File: src/rtl/arbitro_mux4_rr.sv
// Round-robin arbiter/sequencer sharing a 4:1 datapath mux among four burst requesters.
// Latency: request seen in idle -> grant next edge -> beat same cycle -> SaidaValida one edge later.
// Backpressure: Pronto low with SaidaValida high freezes the output register, beat counter and acceptance.
module arbitro_mux4_rr #(
    parameter int LARGURA    = 8,
    parameter int MAX_RAJADA = 4
) (
    input  logic               Clock,
    input  logic               Reset_n,
    input  logic [3:0]         Req,
    input  logic [3:0]         Ultimo,
    input  logic [LARGURA-1:0] Dado0,
    input  logic [LARGURA-1:0] Dado1,
    input  logic [LARGURA-1:0] Dado2,
    input  logic [LARGURA-1:0] Dado3,
    input  logic               Pronto,
    output logic [3:0]         Gnt,
    output logic [1:0]         Selecao,
    output logic [3:0]         Aceito,
    output logic [LARGURA-1:0] SaidaDado,
    output logic               SaidaValida
);

    localparam int CW = $clog2(MAX_RAJADA) + 1;
    localparam logic [CW-1:0] CNT_MAX = CW'(MAX_RAJADA - 1);

    typedef enum logic {
        OCIOSO    = 1'b0,
        CONCEDIDO = 1'b1
    } estado_t;

    estado_t            estado_q, estado_d;
    logic [3:0]         gnt_q, gnt_d;
    logic [1:0]         sel_q, sel_d;
    logic [1:0]         ptr_q, ptr_d;
    logic [CW-1:0]      cnt_q, cnt_d;
    logic [LARGURA-1:0] dado_q, dado_d;
    logic               vld_q, vld_d;

    logic [LARGURA-1:0] dado_mux;
    logic               beat;
    logic               venc_ok;
    logic [1:0]         venc;
    logic [1:0]         cand;
    logic               libera;

    always_comb begin
        dado_mux = Dado0;
        case (sel_q)
            2'd0: dado_mux = Dado0;
            2'd1: dado_mux = Dado1;
            2'd2: dado_mux = Dado2;
            2'd3: dado_mux = Dado3;
            default: dado_mux = Dado0;
        endcase
    end

    // Search starts just after the last winner, so the releasing requester ends up last.
    always_comb begin
        venc_ok = 1'b0;
        venc    = 2'd0;
        cand    = 2'd0;
        for (int i = 1; i <= 4; i++) begin
            cand = ptr_q + 2'(i);
            if (!venc_ok && Req[cand]) begin
                venc_ok = 1'b1;
                venc    = cand;
            end
        end
    end

    assign beat   = (estado_q == CONCEDIDO) && Req[sel_q] && (!vld_q || Pronto);
    assign Aceito = gnt_q & {4{beat}};
    assign libera = !Req[sel_q] || (beat && (Ultimo[sel_q] || (cnt_q == CNT_MAX)));

    always_comb begin
        estado_d = estado_q;
        gnt_d    = gnt_q;
        sel_d    = sel_q;
        ptr_d    = ptr_q;
        cnt_d    = cnt_q;
        dado_d   = dado_q;
        vld_d    = vld_q;

        if (beat) begin
            dado_d = dado_mux;
            vld_d  = 1'b1;
        end else if (vld_q && Pronto) begin
            vld_d = 1'b0;
        end

        case (estado_q)
            OCIOSO: begin
                if (venc_ok) begin
                    gnt_d    = 4'b0001 << venc;
                    sel_d    = venc;
                    cnt_d    = '0;
                    estado_d = CONCEDIDO;
                end else begin
                    gnt_d = 4'b0000;
                end
            end
            CONCEDIDO: begin
                if (libera) begin
                    gnt_d    = 4'b0000;
                    ptr_d    = sel_q;
                    cnt_d    = '0;
                    estado_d = OCIOSO;
                end else if (beat) begin
                    cnt_d = cnt_q + 1'b1;
                end
            end
            default: begin
                gnt_d    = 4'b0000;
                cnt_d    = '0;
                estado_d = OCIOSO;
            end
        endcase
    end

    always_ff @(posedge Clock or negedge Reset_n) begin
        if (!Reset_n) begin
            estado_q <= OCIOSO;
            gnt_q    <= 4'b0000;
            sel_q    <= 2'd0;
            ptr_q    <= 2'd3;
            cnt_q    <= '0;
            dado_q   <= '0;
            vld_q    <= 1'b0;
        end else begin
            estado_q <= estado_d;
            gnt_q    <= gnt_d;
            sel_q    <= sel_d;
            ptr_q    <= ptr_d;
            cnt_q    <= cnt_d;
            dado_q   <= dado_d;
            vld_q    <= vld_d;
        end
    end

    assign Gnt         = gnt_q;
    assign Selecao     = sel_q;
    assign SaidaDado   = dado_q;
    assign SaidaValida = vld_q;

endmodule

File: config.mk
export PLATFORM = sky130hd
export DESIGN_NAME = arbitro_mux4_rr
export DESIGN_NICKNAME = d
export VERILOG_FILES = /design/src/rtl/arbitro_mux4_rr.sv
export SDC_FILE = /design/constraint.sdc
export NUM_CORES = 1
export LEC_CHECK = 0
export CAP_MARGIN = 40
export CORE_MARGIN = 3
export CORE_UTILIZATION = 40
export DETAILED_ROUTE_END_ITERATION = 10
export PLACE_DENSITY = 0.8
export SYNTH_ARGS = -nofsm -noshare
export SYNTH_HDL_FRONTEND = slang
export SYNTH_SLANG_ARGS = --single-unit
File: constraint.sdc
create_clock -name Clock -period 2.5 [get_ports Clock]
set_clock_uncertainty 0.05 [all_clocks]
set_input_delay 0.375 -clock Clock [delete_from_list [all_inputs] [get_ports Clock]]
set_output_delay 0.375 -clock Clock [all_outputs]
set_load 0.03 [all_outputs]
* Word-level counts from Yosys, hierarchy flattened
Index checks and enable logic that the tools add are counted.
W data, S select, Z words.
** Word-level totals
- Flip-flop bits (word level) :: 21
- Output and inout port bits :: 19
- Input bits :: 43
- Word-level logic and storage cells :: 79
** Operators by class
- Order comparisons :: 5
- Shift operators :: 1
- Reduce and logical (&&, ||, !) cells :: 20
- Muxes and demuxes :: 33
- Bitwise logic cells :: 2
- Equal/unequal tests :: 7
- Add/subtract/negate cells :: 4
** Operators with widths (count)
- $pmux W8 S4 :: 1
- $lt A2 B3 Y1 const B :: 5
- $mux W1 :: 14
- $bmux W1 S2 :: 6
- $mux W3 :: 3
- $mux W2 :: 4
- $mux W4 :: 2
- $pmux W4 S2 :: 1
- $logic_and A1 B1 Y1 :: 7
- $pmux W3 S2 :: 1
- $reduce_and A2 Y1 :: 3
- $logic_not A1 Y1 :: 5
- $add A2 B2 Y2 const B :: 2
- $and A4 B4 Y4 :: 1
- $eq A2 B2 Y1 const B :: 2
- $shl A1 B2 Y4 const A :: 1
- $add A3 B1 Y3 const B :: 1
- $eq A3 B2 Y1 const B :: 1
- $logic_or A1 B1 Y1 :: 3
- $ne A3 B1 Y1 const B :: 1
- $add A2 B1 Y2 const B :: 1
- $eq A2 B1 Y1 const B :: 1
- $logic_not A2 Y1 :: 1
- $ne A2 B1 Y1 const B :: 1
- other kinds (4) :: 4

* Longest topological paths before layout
Gate-level depths: netlist (run 1).
- Depth in word-level cells :: 16
- Mapped depth :: 6
- Mapped depth without buffers :: 6

* Least setup slack after synthesis (run 1)
Ideal clock, no wire load.
- Kind :: reg2out
- From :: register sel_q[1] (netlist: Selecao[1])
- To :: output Aceito[0]
- Arrival :: 1.838 ns
- Setup slack :: 0.237 ns
- Cell stages (with the launch flop) :: 6
- Data required time :: 2.075 ns
- Buffers on the path :: 2
- Cell sequence :: dfrtp_1 -> mux4_2 -> and3_4 -> buf_6 -> buf_6 -> and2_1
** Between the ends
- Longest elaborated chain between the ends :: 5
** Ends and longest elaborated chain
- start, declared :: line 34 : logic [1:0] sel_q, sel_d;
- start signal, assigned :: line 133 : sel_q <= sel_d;
- $bmux W1 S2 :: line 72 : assign beat = (estado_q == CONCEDIDO) && Req[sel_q] && (!vld_q || Pronto);
- $mux W1 (not written as such) :: line 72
- $logic_and A1 B1 Y1 (2 in a row) :: line 72
- $and A4 B4 Y4 :: line 73 : assign Aceito = gnt_q & {4{beat}};
- end, declared :: line 19 : output logic [3:0] Aceito,
Every way passes these cells. The select of a mux whose other input is x is not followed.

* Worst setup path after layout (run 1)
- From :: input Req[1]
- To :: output Aceito[1]
** Between the ends
- Longest elaborated chain between the ends :: 5
** Ends and longest elaborated chain
- start, declared :: line 10 : input logic [3:0] Req,
- $bmux W1 S2 :: line 72
- $mux W1 (not written as such) :: line 72
- $logic_and A1 B1 Y1 (2 in a row) :: line 72
- $and A4 B4 Y4 :: line 73
Every way passes these cells. The select of a mux whose other input is x is not followed.

==> results of run 1 <==
-- path summary, 6_finish.rpt --
kind	startpoint	endpoint	slack, ns	depth (start not counted)
worst min register to register	cnt_q[2]	cnt_q[2]	0.46	2
max in group asynchronous	Reset_n	ptr_q[0]	1.79	2
worst max-delay path	Req[1]	Aceito[1]	0.03	5
min in group Clock	cnt_q[2]	cnt_q[2]	0.46	2
worst max register to register	cnt_q[0]	Gnt[0]	0.57	6
worst min-delay path	Reset_n	cnt_q[0]	0.34	2
-- cell usage in the layout (no fill, tap or decap), drive strengths merged, types with 2 or more instances in the layout --
cell           count
o22ai              2
clkbuf             5
a32o               3
nor2               2
o22a               2
nand2b             5
o21ai              3
nand2              6
clkdlybuf4s50     57
or2                2
dfrtp             19
mux4               9
and2               4
dfstp              2
ha                 2
buf               12
a21oi              3
mux2              13
o21a               2
inv                4
-- where the power goes --
part / internal [µW] / switching [µW]
sequential: 508 / 122
clock: 59.9 / 106
combinational: 752 / 687
total: 1320 / 914
-- layer usage --
layer  routed length, µm  global-route usage, %  up-vias  share of wire (%)
met5                   0                      0        -                  0
met3                 125                   3.78        4                3.7
met1                1280                   19.5      541                 38
met4                  38                   5.80        0                1.1
li1                    -                      -      522                  -
met2                1950                   35.6       22                 58
-- area by class of cell --
type | count | area [µm²] | area share, %
timing repair buffer | 73 | 689 | 34.5
multi-input combinational | 69 | 686 | 34.3
sequential | 21 | 528 | 26.4
tap | 42 | 52.6 | 2.63
clock buffer | 3 | 22.5 | 1.13
inverter | 4 | 15.0 | 0.751
clock inverter | 1 | 5.00 | 0.250
-- stage by stage --
| stage | utilization, % | instance area [µm²] | power [µW] | hold WS, ns |
|---|---|---|---|---|
| floorplan | - | 1260 | 1570 | 0.0294 |
| global placement | 68.9 | 1980 | 2050 | 0.412 |
| detailed placement | 68.9 | 1980 | 2090 | 0.444 |
| CTS | 69.7 | 2000 | 2250 | 0.331 |
| global route | 69.5 | 2000 | 2380 | 0.340 |
| finish | 69.5 | 2000 | 2230 | 0.336 |
-- Yosys cell counts (all sizes together) (2+ instances only) --
library cell | number | share of area, %
ha | 2 | 2.0
dfrtp | 19 | 38
a21oi | 3 | 1.2
o21ai | 3 | 1.2
mux2 | 13 | 13
o22a | 2 | 1.4
o21a | 2 | 1.2
a32o | 3 | 2.4
nand2 | 6 | 1.8
mux4 | 9 | 16
o22ai | 2 | 0.99
nor2 | 2 | 0.60
buf | 3 | 2.2
nand2b | 5 | 2.5
or2 | 2 | 0.99
inv | 4 | 1.2
and2 | 4 | 2.0
dfstp | 2 | 4.2
-- flip-flops by register name, summed over array words and instances, names as in the netlist --
signal       flops
SaidaValida      1
ptr_q            2
Gnt              4
estado_q         1
cnt_q            3
SaidaDado        8
Selecao          2
-- repair_timing --
action	in CTS	in global routing
resized for setup	4	5
pin swaps	0	0
setup endpoints to repair	4	3
-- critical path: cells and delay by family --
kind / cells / cell delay, ns
buffers and inverters: 2 / 0.78
multiplexers: 1 / 0.50
AND/OR/NAND/NOR: 2 / 0.40
-- logic make-up after synthesis --
logic type,after synthesis
DFF,21
AOI/OAI and AO/OA,22
and+or+nand+nor,22
muxes,23
adders and majority gates,2
buffers and inverters,8
==> results.sh, run 1 <==
export IMPL_status="complete, no violations"
export IMPL_p_leak_uw=0.000835
export IMPL_drt_iter0_drc=37
export IMPL_port_buffers=61
export IMPL_final_cells=213
export IMPL_fmax_mhz=404
export IMPL_syn_area_per_cell_um2=12.9
export IMPL_wire_per_inst_um=15.9
export IMPL_firstDrtPassIters=4
export IMPL_grt_max_degree=22
export IMPL_min_period_over_period_pct=99.0
export IMPL_holdBufCountCts=0
export IMPL_cts_htree_levels=1
export IMPL_synthSimpleGateAreaFrac_pct=9.93
export IMPL_synth_area_um2=1260
export IMPL_root_buffer="clkbuf_4"
export IMPL_synth_fa_ha_area_share_pct=1.99
export IMPL_dpl_cell_count=209
export IMPL_synth_warning_count=0
export IMPL_cp_required_ns=2.08
export IMPL_overflow=0
export IMPL_synth_nets=143
export IMPL_nets=217
export IMPL_grt_setup_unrepaired="no"
export IMPL_worstPathCellList="clkdlybuf4s50_1, mux4_2, and3_4, and2_1, dlygate4sd2_1"
export IMPL_synth_cells=98
export IMPL_grt_usage_pct=18.3
export IMPL_clock_path_buffers=2
export IMPL_start_kind="input port"
export IMPL_cpMaxStageDelayCell="mux4_2"
export IMPL_cpPeakStageDelay_ns=0.50
export IMPL_ir_drop_mv=0.678
export IMPL_cts_tree="yes"
export IMPL_worstPathMaxFanout=7
export IMPL_clock_sinks=21
export IMPL_antenna_cells=0
export IMPL_synthMuxAreaShare_pct=29.7
export IMPL_critPathArrivalTime_ns=2.05
export IMPL_crit_path_end_kind="primary output"
export IMPL_die_area_um2=3860
export IMPL_vias=1089
export IMPL_drive_gt1_share_pct=26.3
export IMPL_timing_final_crit_period_ns=2.47
export IMPL_synth_compound_area_share_pct=12.8
export IMPL_hold_class="input port to asynchronous set/reset pin"
export IMPL_fin_ws_ns=0.0261
export IMPL_postRouteAntennaNets=0
export IMPL_start_util_pct=43.8
export IMPL_antenna_found_initial=0
export IMPL_finalWeightedCongestion=0.736
export IMPL_clk_pin_slew_ns=0.12
export IMPL_area_growth_pct=58.6
export IMPL_drc=0
export IMPL_post_cts_buffers=0
export IMPL_cts_made_buffers=3
export IMPL_synth_xor_area_share_pct=0
export IMPL_std_cell_rows=19
export IMPL_worst_pin_slew_ns=0.426
export IMPL_crit_type="input port to primary output"
export IMPL_clock_latency_ns=0.31
export IMPL_synth_edf_count=0
export IMPL_fp_dieW_um=62.1
export IMPL_ys_flop_type="dfrtp_1"
export IMPL_maxCapViolCount=0
export IMPL_grt_first_pass_wirelength_mm=5.66
export IMPL_hold_viol_final=0
export IMPL_place_ws_ns=-0.228
export IMPL_avgViaCountPerCell=5.11
export IMPL_maxSlewHeadroom_pct=71.6
export IMPL_async_flop_share_pct=100
export IMPL_synth_top_family_by_area="multiplexers"
export IMPL_dp_hpwl_mm=2.77
export IMPL_seq_area_frac_synth_pct=41.9
export IMPL_fillers=221
export IMPL_die_h_um=62.1
export IMPL_power_density_nw_per_um2=1120
export IMPL_yosys_register_bits=21
export IMPL_tns_ns=0
export IMPL_ys_types=32
export IMPL_wirelength_mm=3.39
export IMPL_io_pins=62
export IMPL_core_um2=2880
export IMPL_grt_pass1_vias=1219
export IMPL_setup_viol=0
export IMPL_maxSlewViolCount=0
Power figures use the tool's default switching activity.
==> inputs of run 2 (changes only) <==
Settings changed: CTS_BUF_LIST set to sky130_fd_sc_hd__clkbuf_8.
==> results.sh, run 2 (synthesized netlist as in run 1, its figures left out) <==
export IMPL_hold_viol_final=0
export IMPL_intPower_uw=1370
export IMPL_grt_first_pass_wirelength_mm=5.71
export IMPL_final_common_cell="clkdlybuf4s50_1"
export IMPL_clockPowerShare_pct=9.7
export IMPL_io_pins=62
export IMPL_cpMaxStageDelayCell="mux4_2"
export IMPL_vias=1087
export IMPL_clock_sinks=21
export IMPL_holdBufCountCts=0
export IMPL_swShare_pct=40.1
export IMPL_clk_pin_slew_ns=0.08
export IMPL_final_cell_mix="clkdlybuf4s50_1 (57), dfrtp_1 (19), buf_4 (12), mux4_2 (9), mux2_2 (9)"
export IMPL_cts_tree="yes"
export IMPL_grt_pass1_vias=1233
export IMPL_p_leak_uw=0.000843
export IMPL_crit_path_end_kind="primary output"
export IMPL_drc=0
export IMPL_finalWeightedCongestion=0.736
export IMPL_clock_path_buffers=2
export IMPL_antenna_cells=0
export IMPL_largest_reg_flops=8
export IMPL_fmax_mhz=405
export IMPL_final_cell_area_um2=2020
export IMPL_hold_class="input port to asynchronous set/reset pin"
export IMPL_cpPeakStageDelay_ns=0.50
export IMPL_grt_max_degree=22
export IMPL_status="complete, no violations"
export IMPL_wire_per_inst_um=15.9
export IMPL_overflow=0
export IMPL_maxSlewHeadroom_pct=72.4
export IMPL_min_period_over_period_pct=98.9
export IMPL_fin_hold_ws_ns=0.394
export IMPL_p_comb_share_pct=62.8
export IMPL_worstPathCellList="clkdlybuf4s50_1, mux4_2, and3_4, and2_1, dlygate4sd2_1"
export IMPL_start_kind="input port"
export IMPL_dp_hpwl_mm=2.77
export IMPL_die_area_um2=3860
export IMPL_core_um2=2880
export IMPL_root_buffer="clkbuf_8"
export IMPL_setup_viol=0
export IMPL_grt_usage_pct=18.3
export IMPL_firstDrtPassIters=4
export IMPL_postRouteAntennaNets=0
export IMPL_path_delay_family="buffers and inverters"
export IMPL_ir_drop_mv=0.640
export IMPL_drt_iter0_drc=36
export IMPL_timing_final_crit_period_ns=2.47
export IMPL_cts_htree_levels=1
export IMPL_power_switching_uw=920
export IMPL_placed_area_um2=1980
export IMPL_worst_pin_slew_ns=0.414
export IMPL_power_frac_seq_pct=27.6
export IMPL_drive_gt1_share_pct=26.3
export IMPL_nets=217
export IMPL_crit_buf_inv=2
export IMPL_clock_latency_ns=0.26
export IMPL_antenna_found_initial=0
export IMPL_crit_type="input port to primary output"
export IMPL_grt_setup_unrepaired="no"
export IMPL_port_buffers=61
export IMPL_cts_made_buffers=3
export IMPL_fp_dieW_um=62.1
export IMPL_std_cell_rows=19
export IMPL_area_growth_pct=60.1
export IMPL_wirelength_mm=3.39
export IMPL_place_ws_ns=-0.228
export IMPL_total_power_uw=2290
export IMPL_critPathArrivalTime_ns=2.05
export IMPL_cp_required_ns=2.08
export IMPL_fin_ws_ns=0.0285
export IMPL_worstPathMaxFanout=7
export IMPL_maxSlewViolCount=0
export IMPL_maxCapViolCount=0
export IMPL_start_util_pct=43.8
export IMPL_die_h_um=62.1
export IMPL_avgViaCountPerCell=5.10
export IMPL_power_density_nw_per_um2=1140
==> run 2: area by class of cell <==
class                           instances  area, µm²
Timing Repair Buffer                   73        689
Multi-Input combinational cell         69        686
Clock buffer                            3       41.3
Fill cell                             224        860
Inverter                                4       15.0
Sequential cell                        21        528
Clock inverter                          1       5.00
Tap cell                               42       52.6
==> run 2: per-stage QoR <==
step | std cells | setup TNS [ns] | utilization, %
5_1_grt | 213 | 0 | 70.1
4_1_cts | 213 | 0 | 70.3
3_5_place_dp | 209 | -0.870 | 68.9
3_3_place_gp | 209 | -0.706 | 68.9
6_report | 213 | 0 | 70.1
2_1_floorplan | 98 | 0 | -
==> run 2: power by group through the flow <==
stage | combinational (µW) | clock (µW) | sequential, µW
2_1_floorplan | 716 | 0 | 856
3_3_place_gp | 1420 | 0 | 623
3_5_place_dp | 1450 | 0 | 635
4_1_cts | 1450 | 229 | 630
5_1_grt | 1540 | 246 | 653
6_report | 1440 | 222 | 632
==> run 2: worst register-to-register path, delay by kind of cell (launching register included) <==
kind,cells,cell delay (ns)
simple gates,1,0.29
flops,1,0.41
fa+ha+maj,2,0.40
compound gates,3,0.71
==> run 2: what timing repair did <==
item,4_1_cts,5_1_grt
buffers inserted,0,0
endpoints found under the setup margin,4,3
pin swaps,0,0
gates resized for setup,4,5
==> run 2: metal layers <==
metal  vias up  GRT usage (%)  wire [µm]
li1        522              -          -
met1       540           19.5       1270
met2        21           36.0       1970
met3         4           4.32        128
met4         0           4.14         25
met5         -              0          0
==> run 2: path summary, 6_finish.rpt <==
check | depth (start not counted) | end | startpoint | slack [ns]
min | 2 | cnt_q[0] | Reset_n | 0.39
min in group Clock | 2 | cnt_q[2] | cnt_q[2] | 0.45
max in group asynchronous | 2 | ptr_q[0] | Reset_n | 1.74
max reg2reg | 6 | Gnt[0] | cnt_q[0] | 0.57
min reg2reg | 2 | cnt_q[2] | cnt_q[2] | 0.45
max | 5 | Aceito[1] | Req[1] | 0.03
